===== config.mk =====
export PLATFORM = sky130hd
export DESIGN_NAME = csa_serial_sequencer_flat
export DESIGN_NICKNAME = d
export VERILOG_FILES = /design/src/rtl/csa_serial_sequencer_pkg.sv /design/src/rtl/csa_serial_sequencer_if.sv /design/src/rtl/csa_serial_sequencer_csel_slice_4bit.sv /design/src/rtl/csa_serial_sequencer.sv /design/src/flat_wrapper.sv
export SDC_FILE = /design/constraint.sdc
export NUM_CORES = 1
export LEC_CHECK = 0
export ABC_AREA = 1
export CAP_MARGIN = 20
export CELL_PAD_IN_SITES_DETAIL_PLACEMENT = 0
export CELL_PAD_IN_SITES_GLOBAL_PLACEMENT = 1
export CORE_ASPECT_RATIO = 0.7
export CORE_MARGIN = 2
export CORE_UTILIZATION = 40
export DETAILED_ROUTE_END_ITERATION = 8
export PLACE_DENSITY = 0.93
export SLEW_MARGIN = 25
export SYNTH_ARGS = -nofsm -noshare
export SYNTH_HDL_FRONTEND = slang
export SYNTH_HIERARCHICAL = 1
export SYNTH_SLANG_ARGS = --single-unit

===== constraint.sdc =====
create_clock -name clk -period 3.8 [get_ports clk]
set_clock_uncertainty 0.1 [all_clocks]
set_input_delay 0.76 -clock clk [delete_from_list [all_inputs] [get_ports clk]]
set_output_delay 0.76 -clock clk [all_outputs]
set_load 0.02 [all_outputs]

===== src/rtl/csa_serial_sequencer_pkg.sv =====
// Shared types and constants for the serial carry-select adder.
package csa_serial_sequencer_pkg;

  localparam int SLICE_W = 4;

  typedef enum logic [1:0] {
    IDLE = 2'd0,
    RUN  = 2'd1,
    DONE = 2'd2
  } state_t;

  function automatic int nslice(input int width);
    return width / SLICE_W;
  endfunction

endpackage


===== src/rtl/csa_serial_sequencer_if.sv =====
// Operand/result handshake bundle between producer, sequencer and consumer.
interface csa_serial_sequencer_if #(
  parameter int WIDTH = 16
) ();

  logic             in_valid;
  logic             in_ready;
  logic [WIDTH-1:0] a;
  logic [WIDTH-1:0] b;
  logic             c_in;
  logic             out_valid;
  logic             out_ready;
  logic [WIDTH-1:0] sum;
  logic             c_out;
  logic             ovf;
  logic             busy;

  modport master (
    output in_valid, a, b, c_in, out_ready,
    input  in_ready, out_valid, sum, c_out, ovf, busy
  );

  modport slave (
    input  in_valid, a, b, c_in, out_ready,
    output in_ready, out_valid, sum, c_out, ovf, busy
  );

endinterface


===== src/rtl/csa_serial_sequencer_csel_slice_4bit.sv =====
// Combinational 4-bit carry-select slice: both carry-in cases are rippled
// in parallel and the real carry-in picks one.
module csel_slice_4bit (
  input  logic [3:0] a,
  input  logic [3:0] b,
  input  logic       cin,
  output logic [3:0] sum,
  output logic       cout
);

  logic [3:0] s0;
  logic [3:0] s1;
  logic       c0;
  logic       c1;

  always_comb begin
    s0 = '0;
    s1 = '0;
    c0 = 1'b0;
    c1 = 1'b1;
    for (int i = 0; i < 4; i++) begin
      s0[i] = a[i] ^ b[i] ^ c0;
      c0    = (a[i] & b[i]) | (a[i] & c0) | (b[i] & c0);
      s1[i] = a[i] ^ b[i] ^ c1;
      c1    = (a[i] & b[i]) | (a[i] & c1) | (b[i] & c1);
    end
  end

  assign sum  = cin ? s1 : s0;
  assign cout = cin ? c1 : c0;

endmodule


===== src/rtl/csa_serial_sequencer.sv =====
// Multi-cycle WIDTH-bit adder that reuses one 4-bit carry-select slice,
// least-significant nibble first, with valid/ready on both sides.
//
// state | meaning
// IDLE  | waiting for operands, in_ready high
// RUN   | one slice per cycle, carry held in a register
// DONE  | result stable, out_valid high until out_ready
module csa_serial_sequencer
  import csa_serial_sequencer_pkg::*;
#(
  parameter int WIDTH = 16
) (
  input logic                   clk,
  input logic                   rst_n,
  csa_serial_sequencer_if.slave bus
);

  localparam int NSLICE = nslice(WIDTH);
  localparam int IDX_W  = (NSLICE > 1) ? $clog2(NSLICE) : 1;

  if ((WIDTH % SLICE_W) != 0 || WIDTH < SLICE_W) begin : g_width_check
    $error("csa_serial_sequencer: WIDTH must be a positive multiple of 4");
  end

  state_t             state;
  state_t             state_nxt;
  logic [WIDTH-1:0]   op_a;
  logic [WIDTH-1:0]   op_b;
  logic               carry;
  logic [IDX_W-1:0]   idx;
  logic [WIDTH-1:0]   sum_r;
  logic               c_out_r;
  logic               ovf_r;
  logic [SLICE_W-1:0] sl_a;
  logic [SLICE_W-1:0] sl_b;
  logic [SLICE_W-1:0] sl_sum;
  logic               sl_cout;
  logic               idx_last;

  assign sl_a     = op_a[int'(idx)*SLICE_W +: SLICE_W];
  assign sl_b     = op_b[int'(idx)*SLICE_W +: SLICE_W];
  assign idx_last = (idx == IDX_W'(NSLICE - 1));

  csel_slice_4bit u_slice (
    .a    (sl_a),
    .b    (sl_b),
    .cin  (carry),
    .sum  (sl_sum),
    .cout (sl_cout)
  );

  always_ff @(posedge clk or negedge rst_n) begin
    if (!rst_n) begin
      state <= IDLE;
    end else begin
      state <= state_nxt;
    end
  end

  always_comb begin
    state_nxt = state;
    case (state)
      IDLE:    if (bus.in_valid)  state_nxt = RUN;
      RUN:     if (idx_last)      state_nxt = DONE;
      DONE:    if (bus.out_ready) state_nxt = IDLE;
      default:                    state_nxt = IDLE;
    endcase
  end

  always_comb begin
    bus.in_ready  = (state == IDLE);
    bus.out_valid = (state == DONE);
    bus.busy      = (state != IDLE);
  end

  // Result bits of slices not yet reached keep their old value during RUN.
  always_ff @(posedge clk or negedge rst_n) begin
    if (!rst_n) begin
      op_a    <= '0;
      op_b    <= '0;
      carry   <= 1'b0;
      idx     <= '0;
      sum_r   <= '0;
      c_out_r <= 1'b0;
      ovf_r   <= 1'b0;
    end else begin
      case (state)
        IDLE: begin
          if (bus.in_valid) begin
            op_a  <= bus.a;
            op_b  <= bus.b;
            carry <= bus.c_in;
            idx   <= '0;
          end
        end
        RUN: begin
          sum_r[int'(idx)*SLICE_W +: SLICE_W] <= sl_sum;
          carry <= sl_cout;
          idx   <= idx + 1'b1;
          if (idx_last) begin
            c_out_r <= sl_cout;
            ovf_r   <= (op_a[WIDTH-1] == op_b[WIDTH-1]) &&
                       (sl_sum[SLICE_W-1] != op_a[WIDTH-1]);
          end
        end
        default: ;
      endcase
    end
  end

  assign bus.sum   = sum_r;
  assign bus.c_out = c_out_r;
  assign bus.ovf   = ovf_r;

endmodule


===== src/flat_wrapper.sv =====
// flat-port wrapper written by rule: the top's interface ports become plain ports
module csa_serial_sequencer_flat import csa_serial_sequencer_pkg::*;
#(
  parameter int WIDTH = 16
)
  (clk, rst_n, bus_in_valid, bus_a, bus_b, bus_c_in, bus_out_ready, bus_in_ready, bus_out_valid, bus_sum, bus_c_out, bus_ovf, bus_busy);
  csa_serial_sequencer_if #(.WIDTH(WIDTH)) bus_i ();
  input logic clk;
  input logic rst_n;
  input wire logic [$bits(bus_i.in_valid)-1:0] bus_in_valid;
  input wire logic [$bits(bus_i.a)-1:0] bus_a;
  input wire logic [$bits(bus_i.b)-1:0] bus_b;
  input wire logic [$bits(bus_i.c_in)-1:0] bus_c_in;
  input wire logic [$bits(bus_i.out_ready)-1:0] bus_out_ready;
  output wire logic [$bits(bus_i.in_ready)-1:0] bus_in_ready;
  output wire logic [$bits(bus_i.out_valid)-1:0] bus_out_valid;
  output wire logic [$bits(bus_i.sum)-1:0] bus_sum;
  output wire logic [$bits(bus_i.c_out)-1:0] bus_c_out;
  output wire logic [$bits(bus_i.ovf)-1:0] bus_ovf;
  output wire logic [$bits(bus_i.busy)-1:0] bus_busy;
  assign bus_i.in_valid = bus_in_valid;
  assign bus_i.a = bus_a;
  assign bus_i.b = bus_b;
  assign bus_i.c_in = bus_c_in;
  assign bus_i.out_ready = bus_out_ready;
  assign bus_in_ready = bus_i.in_ready;
  assign bus_out_valid = bus_i.out_valid;
  assign bus_sum = bus_i.sum;
  assign bus_c_out = bus_i.c_out;
  assign bus_ovf = bus_i.ovf;
  assign bus_busy = bus_i.busy;
  csa_serial_sequencer #(.WIDTH(WIDTH)) u_core (.clk(clk), .rst_n(rst_n), .bus(bus_i));
endmodule

==> impl_metrics.yaml <==
run_status:
  run_status: "finished, final reports clean"
cts:
  hold_buffers: 0
  cts_buffers: 5
  cts_buffer_depth: 2
  cts_setup_buffers: 0
  cts_repair_resize_count: 0
  clock-root-buffer: "clkbuf_8"
  clk_pin_slew_worst_paths_ns: 0.10
  cts_max_level: 2
  cts_tree: "yes"
  cts_sinks: 55
  clk_latency_ns: 0.30
logic_synthesis:
  synth_adder_area_share_pct: 4.31
  synth_top_family_by_area: "simple AND/OR/NAND/NOR gates"
  synthCells: 375
  seq_area_frac_synth_pct: 47.4
  synth_area_mm2: 0.00290
  yosys-top-cells-area: "dfrtp_1, nand2_1, nand3_1, ha_1, nor2_1"
  yosysTopAreaCellShare_pct: 47.4
  synth_top_cell_by_area: "dfrtp_1"
  ys_ff_latch: 55
  synth.avg_cell_area_um2: 7.74
  synthMuxAreaShare_pct: 0
  yosys.area_share.simple_pct: 32.7
  ys.warnings.count: 6
  ys_types: 26
  synth-xor-area-share_pct: 0.604
  syn-num-nets: 422
  synth-compound-area-share_pct: 7.59
setup_path:
  path_class: "reg -> reg"
  endpoint_kind: "flip-flop"
  worst_ep_required_time_ns: 3.90
  crit_path_top_delay_cell: "dfrtp_1"
  critPathLaunchType: "flip-flop"
  r2r_end: "u_core/bus.ovf"
  cpPeakStageDelay_ns: 0.73
  r2r_slack_ns: 0.76
  cp_max_fo: 25
  r2r_cells: 20
  r2r-start: "u_core/idx[0]"
  startpoint: "u_core/idx[0]"
  path_cells: "inv_1 > nor2_1 > nor2_1 > o21ai_0 > nand2_1 > inv_1 > ha_1 > inv_1 > nand2_1 > nand3_1 > nand2_1 > nand2_1 > nand2_1 > nand2_1 > nand2_1 > inv_1 > nand2_1 > nand2_1 > nand3_1 > nand2_1"
  crit_top_cell: "nand2_1"
  crit_arrival_ns: 3.14
global_routing:
  antenna_found_initial: 0
  grt_pass1_wl_um: 11400
  grt_usage_pct: 18.1
  grt.overflow.total: 0
  grt_pass1_vias: 2383
  grt_max_degree: 42
drt:
  vias: 2440
  finalWirelength_um: 6520
  dr.pass1.iters: 4
  drc_errors: 0
  drt-initial-drc-count: 142
  post_drt_wl_per_cell_um: 12.5
  via_per_inst: 4.69
  ant_nets: 0
layout:
  layout_common_cells: "nand2_1, clkdlybuf4s50_1, dfrtp_1"
  syn_to_final_growth_pct: 24.0
  fin_cells: 520
  final_common_cell: "nand2_1"
  drive_gt1_share_pct: 5.63
  nets: 472
  antenna_cells: 0
  fillCellCount: 670
job:
  drv_cap: 0
min_path:
  hold_class: "in -> async"
floorplan:
  start_util_pct: 42.2
  ios: 58
  rows: 25
  die_y_um: 75.3
  die_x_um: 106
  fp.dieArea_mm2: 0.00796
  core_mm2: 0.00688
timing:
  min_period_ns: 3.04
  max_freq_mhz: 329
  maxSlewHeadroom_pct: 52.7
  post-route-period-util_pct: 80.0
  hold_viol: 0
  worst_hold_slack_ns: 0.330
  finalSetupViolCount: 0
  layout_setup_ws_ns: 0.760
  rsz0062_at_grt: "no"
  setup_tns_ns: 0
  maxSlewViolCount: 0
  tightest_slew_ns: 0.709
placement:
  hpwl_um: 4970
  pre_cts_ws_ns: 0.773
  post-place-cells: 512
  gp_congestion: 0.842
  io_buffers: 57
power:
  comb_power_share_pct: 57.3
  sequentialPowerShare_pct: 32.4
  p_clk_share_pct: 10.3
  power.internal_uw: 1700
  p_per_area_mw_per_mm2: 903
  power_leakage_uw: 0.00184
  sw_frac_of_total_pct: 47.7
  p_switching_uw: 1550
  power_uw: 3250
  ir_worst_vdd_v: 0.000342
-- state kept, by name, summed over array words and instances, names as in the netlist --
signal,flops
u_core/bus.ovf,1
u_core/bus.sum,16
u_core/op_a,16
u_core/carry,1
u_core/bus.c_out,1
u_core/op_b,16
u_core/state,2
u_core/idx,2
-- worst max-delay path, delay by kind of cell (launching register included) --
kind	cells	cell delay (ns)
AO/OA/AOI/OAI	1	0.13
buffers and inverters	4	0.71
AND/OR/NAND/NOR	14	1.14
adder cells (fa/ha/maj)	1	0.15
flip-flops	1	0.73
-- power by group through the flow --
stage	Clock [uW]	Sequential, uW	Combinational [uW]
5_1_grt	365	1090	2170
4_1_cts	348	1050	1870
2_1_floorplan	0	1030	1380
3_5_place_dp	0	1060	1850
3_3_place_gp	0	1060	1820
6_report	336	1050	1860
-- cell usage after synthesis --
library cell  number
inv_2              3
nor2_1            29
nand2_4            1
o211ai_1           8
o31ai_1            1
xor2_1             1
buf_4              3
or2_2              1
dfrtp_1           55
inv_1             28
ha_1              10
xnor2_1            1
nor2_2             4
or2_1              1
clkbuf_1           2
buf_2              8
nand3_2            2
nor2_8             1
buf_1              1
nand2_2            2
buf_6              2
nand3_1           36
o21ai_0           17
nand2_1          149
a21o_1             1
o21a_1             8
-- routing by layer --
layer | GRT usage, % | vias up | share of wire, %
met1 | 28.4 | 1095 | 55
li1 | - | 1276 | -
met2 | 26.0 | 64 | 38
met5 | 0 | - | 0
met4 | 3.65 | 0 | 0.63
met3 | 3.55 | 5 | 5.8
-- through the flow --
stage | util [%] | instance area [um^2]
final | 52.3 | 3600
after floorplan | - | 2900
after detailed placement | 50.9 | 3500
after global routing | 52.3 | 3600
after global placement | 50.9 | 3500
after CTS | 52.3 | 3600
-- final cells by class --
| cell class | instances | area, um^2 | area share, % |
|---|---|---|---|
| Sequential cell | 55 | 1380 | 38.2 |
| Multi-Input combinational cell | 273 | 1310 | 36.5 |
| Timing Repair Buffer | 59 | 581 | 16.1 |
| Tap cell | 94 | 118 | 3.27 |
| Inverter | 31 | 116 | 3.23 |
| Clock buffer | 7 | 86.3 | 2.40 |
| Clock inverter | 1 | 8.76 | 0.243 |
-- kinds of logic (layout without fill, tap and decap cells) --
group,count (synthesis),after routing
buffers and inverters,47,98
AOI/OAI and AO/OA,35,35
adders and majority gates,10,10
xor gates and xnor gates,2,2
DFF,55,55
and+or+nand+nor,226,226
-- worst max-delay path by stage --
stage                     cells past startpoint  slack (ns)             end
final                                        20        0.76  u_core/bus.ovf
after global routing                         20        0.24  u_core/bus.ovf
after CTS                                    20        0.75  u_core/bus.ovf
after detailed placement                     20        0.77  u_core/bus.ovf
after global placement                       20        0.91  u_core/bus.ovf
after floorplan                              19        1.57  u_core/bus.ovf
(Power assumes the default switching activity.)
